===== config.mk =====
export PLATFORM = sky130hd
export DESIGN_NAME = decoder_rr_scheduler
export DESIGN_NICKNAME = d
export VERILOG_FILES = /design/src/rtl/decoder_rr_scheduler_pkg.sv /design/src/rtl/rr_pick8.sv /design/src/rtl/decoder_rr_scheduler.sv
export SDC_FILE = /design/constraint.sdc
export NUM_CORES = 1
export LEC_CHECK = 0
export BUFFER_PORTS_ARGS = -buffer_cell sky130_fd_sc_hd__buf_2
export CAP_MARGIN = 25
export CORE_AREA = 2 2 74 62
export DETAILED_ROUTE_END_ITERATION = 16
export DIE_AREA = 0 0 76 64
export PLACE_DENSITY = 0.64
export SLEW_MARGIN = 30
export SYNTH_ARGS = -nofsm -noshare
export SYNTH_HDL_FRONTEND = slang
export SYNTH_SLANG_ARGS = --single-unit

===== constraint.sdc =====
create_clock -name clk -period 2.6 [get_ports clk]
set_input_delay 0.26 -clock clk [delete_from_list [all_inputs] [get_ports clk]]
set_output_delay 0.26 -clock clk [all_outputs]
set_load 0.01 [all_outputs]

===== src/rtl/decoder_rr_scheduler_pkg.sv =====
// Shared definitions for the decoder round-robin scheduler.
//   state_t : FSM state encoding (idle / grant / gap)
//   N_REQ   : number of requesters, one per decoder output line
//   SEL_W   : width of the decoder select bus
package decoder_rr_scheduler_pkg;

    localparam int unsigned N_REQ = 8;
    localparam int unsigned SEL_W = 3;

    typedef enum logic [1:0] {
        StIdle  = 2'd0,
        StGrant = 2'd1,
        StGap   = 2'd2
    } state_t;

endpackage


===== src/rtl/rr_pick8.sv =====
// Combinational round-robin picker for 8 requesters.
//   req     in  8  request vector
//   ptr     in  3  highest-priority index for this pick
//   winner  out 3  first set bit of req scanning ptr, ptr+1, ... modulo 8
//   any_req out 1  at least one request is pending
module rr_pick8
    import decoder_rr_scheduler_pkg::*;
(
    input  logic [N_REQ-1:0] req,
    input  logic [SEL_W-1:0] ptr,
    output logic [SEL_W-1:0] winner,
    output logic             any_req
);

    logic             found;
    logic [SEL_W-1:0] idx;

    always_comb begin
        winner = '0;
        found  = 1'b0;
        idx    = '0;
        for (int i = 0; i < N_REQ; i++) begin
            // 3-bit addition wraps index 7 back to 0.
            idx = ptr + SEL_W'(i);
            if (!found && req[idx]) begin
                winner = idx;
                found  = 1'b1;
            end
        end
        any_req = |req;
    end

endmodule


===== src/rtl/decoder_rr_scheduler.sv =====
// Round-robin scheduler sharing a 3-to-8 decoder between 8 requesters.
// Grants are bounded to MAX_HOLD cycles and always separated by one gap cycle.
//   clk     in  1  system clock, rising edge
//   rst     in  1  asynchronous active-high reset
//   req     in  8  level requests, req[i] for requester i
//   sel     out 3  decoder select {c1,c2,c3}, equals the granted index
//   en      out 1  decoder enable (e3), high only while granting
//   gnt     out 8  one-hot grant, gnt[i] = en & (sel == i)
//   busy    out 1  high while granting or in the gap cycle
//   timeout out 1  one-cycle pulse in the gap after a forced release
module decoder_rr_scheduler
    import decoder_rr_scheduler_pkg::*;
#(
    parameter int unsigned MAX_HOLD = 16,
    parameter int unsigned CNT_W    = 8
) (
    input  logic             clk,
    input  logic             rst,
    input  logic [N_REQ-1:0] req,
    output logic [SEL_W-1:0] sel,
    output logic             en,
    output logic [N_REQ-1:0] gnt,
    output logic             busy,
    output logic             timeout
);

    localparam logic [CNT_W-1:0] HoldLast = CNT_W'(MAX_HOLD - 1);

    state_t           state_q, state_d;
    logic [SEL_W-1:0] sel_q, sel_d;
    logic [SEL_W-1:0] ptr_q, ptr_d;
    logic [CNT_W-1:0] cnt_q, cnt_d;
    logic             timeout_q, timeout_d;

    logic [SEL_W-1:0] winner;
    logic             any_req;

    rr_pick8 u_pick (
        .req     (req),
        .ptr     (ptr_q),
        .winner  (winner),
        .any_req (any_req)
    );

    // State register.
    always_ff @(posedge clk or posedge rst) begin
        if (rst) begin
            state_q <= StIdle;
        end else begin
            state_q <= state_d;
        end
    end

    // Datapath registers: select, pointer, hold counter, timeout pulse.
    always_ff @(posedge clk or posedge rst) begin
        if (rst) begin
            sel_q     <= '0;
            ptr_q     <= '0;
            cnt_q     <= '0;
            timeout_q <= 1'b0;
        end else begin
            sel_q     <= sel_d;
            ptr_q     <= ptr_d;
            cnt_q     <= cnt_d;
            timeout_q <= timeout_d;
        end
    end

    // Next-state logic.
    always_comb begin
        state_d   = state_q;
        sel_d     = sel_q;
        ptr_d     = ptr_q;
        cnt_d     = cnt_q;
        timeout_d = 1'b0;
        unique case (state_q)
            StIdle, StGap: begin
                if (any_req) begin
                    state_d = StGrant;
                    sel_d   = winner;
                    cnt_d   = '0;
                end else begin
                    state_d = StIdle;
                end
            end
            StGrant: begin
                // A dropped request wins over the hold limit: no timeout pulse.
                if (!req[sel_q]) begin
                    state_d = StGap;
                    ptr_d   = sel_q + SEL_W'(1);
                end else if (cnt_q == HoldLast) begin
                    state_d   = StGap;
                    ptr_d     = sel_q + SEL_W'(1);
                    timeout_d = 1'b1;
                end else begin
                    cnt_d = cnt_q + CNT_W'(1);
                end
            end
            default: begin
                state_d = StIdle;
            end
        endcase
    end

    // Outputs depend on registers only.
    always_comb begin
        sel     = sel_q;
        en      = (state_q == StGrant);
        busy    = (state_q != StIdle);
        timeout = timeout_q;
        gnt     = '0;
        if (state_q == StGrant) begin
            gnt[sel_q] = 1'b1;
        end
    end

endmodule


# Word level (Yosys, flattened, before mapping)
# Cells that the tools add are included.
[totals]
ff_bits = 17
in_bits = 10
[op_classes]
n_lt_le_gt_ge = 10
mux = 49
reduce_logical = 23
eq_ne = 8
add_sub_neg = 9
[op_table]
columns = ["op", "n"]
rows = [
  ["$lt 3x4->1 const B", 9],
  ["$mux 8", 4],
  ["$mux 3", 10],
  ["$bmux 1 s3", 9],
  ["$mux 1", 21],
  ["$pmux 8 s2", 1],
  ["$add 3x3->3 const B", 4],
  ["$add 8x1->8 const B", 1],
  ["$eq 8x4->1 const B", 1],
  ["$logic_and 1x1->1", 8],
  ["$reduce_or 8->1", 1],
  ["$logic_not 1->1", 7],
  ["$add 3x1->3 const B", 2],
  ["$add 3x2->3 const B", 2],
  ["$mux 2", 2],
  ["$ne 2x1->1 const B", 2],
  ["$ne 2x2->1 const B", 2],
  ["$pmux 2 s2", 1],
  ["$reduce_and 2->1", 2],
  ["$reduce_and 4->1", 1],
  ["$reduce_bool 2->1", 2],
  ["$demux 1 s3", 1],
  ["$ge 3x1->1 const B", 1],
  ["$ne 3x2->1 const B", 1],
  ["other kinds (4)", 4],
]

# Depth between registers and ports, before layout
[depth]
depth_word = 24
mapped_depth = 10

# Hierarchy
# Synthesis repeated with hierarchy kept, for this count alone.
[hier_totals]
hier_cells = 185
hier_area_um2 = 1859.3
[by_module_without_submodules]
columns = ["module", "area_each_um2", "n_inst", "cells_per_inst"]
rows = [
  ["decoder_rr_scheduler", 972.2, 1, 91],
  ["rr_pick8", 887.1, 1, 94],
]

# Least setup slack after synthesis
# OpenSTA, ideal clock, no wires.
[synth_path]
kind = "reg2reg"
from = "register ptr_q[1]"
to = "register sel_q[1] (netlist: sel[1])"
stages_incl_launch_ff = 11
setup_slack_ps = -245
period_less_slack_ps = 2845
n_path_buf = 2
required_time_ps = 2458
arrival_ps = 2704
path_cell_list = "dfrtp_1 -> buf_2 -> inv_1 -> ha_1 -> buf_6 -> mux4_2 -> mux2_2 -> or3_1 -> a22oi_2 -> o2bb2ai_1 -> a31oi_1"
[synth_via]
elab_chain_len = 24
elab_cells_between_ends = 52
classes_between = "7 x add/sub; 31 x mux; 14 x reduce/logical"
[synth_lines]
columns = ["element", "line", "text"]
rows = [
  ["start, declared", "decoder_rr_scheduler.sv:31", "logic [SEL_W-1:0] ptr_q, ptr_d;"],
  ["start signal, assigned", "decoder_rr_scheduler.sv:63", "ptr_q <= ptr_d;"],
  ["parallel branches: the longest is 23 deep, another holds $add 3x1->3", "--", ""],
  ["$mux 3 *", "rr_pick8.sv:25", "if (!found && req[idx]) begin"],
  ["end signal, assigned", "decoder_rr_scheduler.sv:62", "sel_q <= sel_d;"],
  ["end, declared", "decoder_rr_scheduler.sv:30", "logic [SEL_W-1:0] sel_q, sel_d;"],
]
# Every way passes the cells marked *. The select of a mux whose other input is x is not followed.
# A chain may end at the register's enable or synchronous reset.

# Final worst setup path
[layout_path]
from = "register ptr_q[0]"
to = "register sel_q[1] (netlist: sel[1])"
# Same word-level chain as after synthesis.

==> results_tabular.tex <==
\begin{tabular}{lr}
\hline
Metric & Value \\
\hline
\multicolumn{2}{l}{\textbf{Status}} \\
\quad Result of the run & complete, no violations \\
\multicolumn{2}{l}{\textbf{STA}} \\
\quad Final total negative setup slack & 0 ns \\
\quad Count of endpoints failing hold in the final timing report & 0 \\
\quad Crit path time final & 2.54 ns \\
\quad Transition time of the tightest slew-check pin & 0.809 ns \\
\quad Clock Skew & 0.000911 ns \\
\quad Unrepaired setup endpoints after global routing & true \\
\quad Final clock period utilization by the worst path & 97.8\% \\
\quad Total setup violations reported at the end of the flow & 0 \\
\quad Highest achievable clock rate & 0.393 GHz \\
\quad Slew HR & 46.0\% \\
\quad Count of pins over their slew limit & 0 \\
\multicolumn{2}{l}{\textbf{Die}} \\
\quad Standard-cell rows & 21 \\
\quad Effective utilization at floorplan & 39.5\% \\
\quad Die Area & 4860 µm² \\
\quad Core ar. & 4070 µm² \\
\quad Boundary pin count & 24 \\
\quad Die W & 76 µm \\
\quad Chip height & 64 µm \\
\multicolumn{2}{l}{\textbf{Pwr}} \\
\quad Worst voltage drop across the vdd grid & 0.563 mV \\
\quad Net switching share of the total power & 48.0\% \\
\quad Total internal power & 1.31 mW \\
\quad Standby leakage power & 0.799 nW \\
\quad Power density over the cells & 1340 nW/µm² \\
\quad Gate power share & 74.8\% \\
\quad Switching pwr & 1.21 mW \\
\quad Clock network fraction of design power & 7.7\% \\
\quad Flop pwr share & 17.4\% \\
\multicolumn{2}{l}{\textbf{Synth}} \\
\quad Flip-flop and latch count after synthesis & 17 \\
\quad Largest cells by area after synthesis & sky130\_fd\_sc\_hd\_\_dfrtp\_1 26\%, sky130\_fd\_sc\_hd\_\_mux4\_2 15\%, sky130\_fd\_sc\_hd\_\_mux2i\_1 5.0\% \\
\quad Sequential share of the synthesized area & 26.4\% \\
\quad Cell type with the highest aggregate area in the netlist & sky130\_fd\_sc\_hd\_\_dfrtp\_1 \\
\quad Synthesized cell area & 1610 µm² \\
\quad Average cell area after synthesis & 9.14 µm² \\
\quad Top post-synthesis cells by count & 18 x sky130\_fd\_sc\_hd\_\_nor2\_1, 17 x sky130\_fd\_sc\_hd\_\_dfrtp\_1, 14 x sky130\_fd\_sc\_hd\_\_inv\_1 \\
\quad Number of library cell types mapped by synthesis & 40 \\
\quad Number of flops mapped to enable cells by yosys & 0 \\
\quad Nets in the synthesized netlist & 190 \\
\quad Number of cells produced by synthesis & 176 \\
\quad Most frequent cell after synthesis & sky130\_fd\_sc\_hd\_\_nor2\_1 \\
\quad Post-synth top area share & 26.4\% \\
\quad Predominant post-synthesis flop cell & sky130\_fd\_sc\_hd\_\_dfrtp\_1 \\
\quad Yosys warnings & 0 \\
\quad Fraction of registers with async set/reset & 100\% \\
\multicolumn{2}{l}{\textbf{Place}} \\
\quad HPWL after detailed placement & 3000 µm \\
\quad Port buffer count & 23 \\
\quad Placer Congestion & 0.881 \\
\multicolumn{2}{l}{\textbf{GRT}} \\
\quad Final global-route overflow total & 0 \\
\quad Wire length of the first global-routing pass & 6470 µm \\
\quad Number of global-route vias before repair & 1238 \\
\quad Number of antenna violations at the first check in global routing & 0 \\
\quad Overall Global Routing Usage & 16.6\% \\
\quad Pin count of the biggest net entering global routing & 18 \\
\multicolumn{2}{l}{\textbf{Finish}} \\
\quad Relative area change from synthesis to final layout & 17.3\% \\
\quad Sequential cell area & 427 µm² \\
\quad Filler Cells Inserted & 373 \\
\quad End-of-flow core utilization & 46.3\% \\
\quad Fraction of layout instances using a drive strength above 1 & 29.9\% \\
\quad Count of inserted antenna diode cells & 0 \\
\quad Multi-input gate area & 1100 µm² \\
\quad Total Nets Final & 219 \\
\multicolumn{2}{l}{\textbf{Setup path}} \\
\quad CP Capture Type & flip-flop \\
\quad Slowest Stage Delay on Critical Path & 0.58 ns \\
\quad Required time at the endpoint of the critical path & 2.69 ns \\
\quad Setup Crit Path Kind & reg2reg \\
\quad Critical Path AT & 2.63 ns \\
\quad CP cell instances & inv\_4 > ha\_4 > mux4\_2 > mux2\_4 > or3\_4 > a22oi\_2 > o2bb2ai\_1 > a31oi\_1 \\
\quad Worst-path maximum fanout & 7 \\
\quad CP max stage cell & sky130\_fd\_sc\_hd\_\_mux4\_2 \\
\quad Type of origin of the critical path & flip-flop \\
\multicolumn{2}{l}{\textbf{Clock tree}} \\
\quad Root buffer selected by CTS & sky130\_fd\_sc\_hd\_\_clkbuf\_8 \\
\quad Later-pin clock latency in the skew report & 0.25 ns \\
\quad Clock sink count & 17 \\
\quad Num CTS Buffers & 3 \\
\quad CTS tree & built \\
\quad Clock-pin slew reported for the worst setup and hold paths after clock tree synthesis & 0.06 ns \\
\quad Maximum clock path buffer count & 2 \\
\quad H-tree levels & 1 \\
\multicolumn{2}{l}{\textbf{Min path}} \\
\quad Hold crit path type & in2async \\
\multicolumn{2}{l}{\textbf{Job}} \\
\quad Maximum Capacitance Violations & 0 \\
\multicolumn{2}{l}{\textbf{Routing}} \\
\quad Routed wire length & 3930 µm \\
\quad Number of violations reported at the end of detailed-routing iteration 0 & 82 \\
\quad Detail-routed via count per cell & 5.57 \\
\quad Per-cell routed wire length & 15.1 µm \\
\quad Number of routed nets with antenna violations & 0 \\
\quad Final routed DRC violation total & 0 \\
\quad Vias after detailed routing & 1455 \\
\quad Number of search-and-repair iterations in the first detailed-routing pass & 4 \\
\hline
\end{tabular}
==> kinds of logic (layout without fill, tap and decap cells) <==
| family | Yosys count | count (layout) | synth area share, % |
|---|---|---|---|
| xor gates and xnor gates | 9 | 9 | 4.90 |
| DFF | 17 | 17 | 26.4 |
| buffers and inverters | 23 | 51 | 6.61 |
| AOI/OAI and AO/OA | 34 | 34 | 13.6 |
| adders and majority gates | 4 | 4 | 3.11 |
| muxes | 24 | 24 | 24.8 |
| and+or+nand+nor | 65 | 65 | 20.5 |
==> per-stage QoR <==
stage / cells / setup slack, ns / area, µm² / hold slack [ns] / total power [mW]
final: 261 / 0.0583 / 1890 / 0.0924 / 2.52
after global routing: 261 / -0.0332 / 1890 / 0.153 / 2.72
after CTS: 258 / 0.0525 / 1860 / 0.119 / 2.43
after detailed placement: 254 / 0.0604 / 1810 / 0.390 / 2.22
after global placement: 254 / 0.104 / 1810 / 0.394 / 2.23
after floorplan: 176 / -0.0827 / 1640 / 0.186 / 1.84
==> registers in the layout (all words and copies together), names as in the netlist <==
| signal | flops |
|---|---|
| ptr_q | 3 |
| sel | 3 |
| cnt_q | 8 |
| state_q | 2 |
| timeout | 1 |
==> critical path, delay by kind of cell (launching register included) <==
| kind | cells | cell delay [ns] |
|---|---|---|
| compound gates | 3 | 0.36 |
| fa+ha+maj | 1 | 0.31 |
| buf+inv | 1 | 0.06 |
| flops | 1 | 0.38 |
| mux | 2 | 0.88 |
| simple gates | 1 | 0.39 |
==> cell type report <==
class | count | area share, %
repair buffers | 33 | 10.1
clock buffers | 4 | 2.39
flip-flops and latches | 17 | 22.6
well taps | 57 | 3.78
inverters | 14 | 2.92
multi-input cells | 136 | 58.2
==> worst paths after layout <==
kind                            end  slack (ns)      from  cells past startpoint
max in group asynchronous  ptr_q[1]        2.04       rst                      2
min in group clk           cnt_q[0]        0.53  cnt_q[0]                      1
min reg2reg                cnt_q[0]        0.53  cnt_q[0]                      1
max                          sel[1]        0.06  ptr_q[0]                      8
min                          sel[1]        0.09       rst                      2
max reg2reg                  sel[1]        0.06  ptr_q[0]                      8
==> what timing repair did <==
| action | 4_1_cts | 5_1_grt |
|---|---|---|
| hold buffers | 0 | 0 |
| buffers inserted | 0 | 3 |
| resized for setup | 0 | 1 |
| endpoints found under the setup margin | 0 | 2 |
==> power by group through the flow <==
stage,sequential [mW],combinational [mW],clock [mW]
global route,0.449,2.05,0.224
floorplan,0.414,1.42,0
CTS,0.436,1.79,0.203
detailed placement,0.440,1.78,0
finish,0.440,1.89,0.195
global placement,0.442,1.79,0
==> placed cells by master (no fill, tap or decap), types with 4 or more instances in the layout <==
cell type and count:
sky130_fd_sc_hd__buf_2 23, sky130_fd_sc_hd__xnor2_1 6, sky130_fd_sc_hd__mux4_2 11, sky130_fd_sc_hd__nor2_1 18, sky130_fd_sc_hd__mux2i_1 8, sky130_fd_sc_hd__nand2_1 11
sky130_fd_sc_hd__inv_1 12, sky130_fd_sc_hd__nand2b_1 4, sky130_fd_sc_hd__a21oi_1 7, sky130_fd_sc_hd__nand3_1 10, sky130_fd_sc_hd__buf_4 10, sky130_fd_sc_hd__o21ai_0 10
sky130_fd_sc_hd__nor3_1 6, sky130_fd_sc_hd__nor4_1 4, sky130_fd_sc_hd__dfrtp_1 16
==> layer usage <==
layer | up-vias | global-route usage [%] | share of wire, %
li1 | 701 | - | -
met1 | 702 | 26.3 | 51
met2 | 48 | 23.9 | 44
met3 | 4 | 3.39 | 5.0
met4 | 0 | 2.05 | 0.41
met5 | - | 0 | 0
No activity file was read; power rests on OpenSTA's default activity.
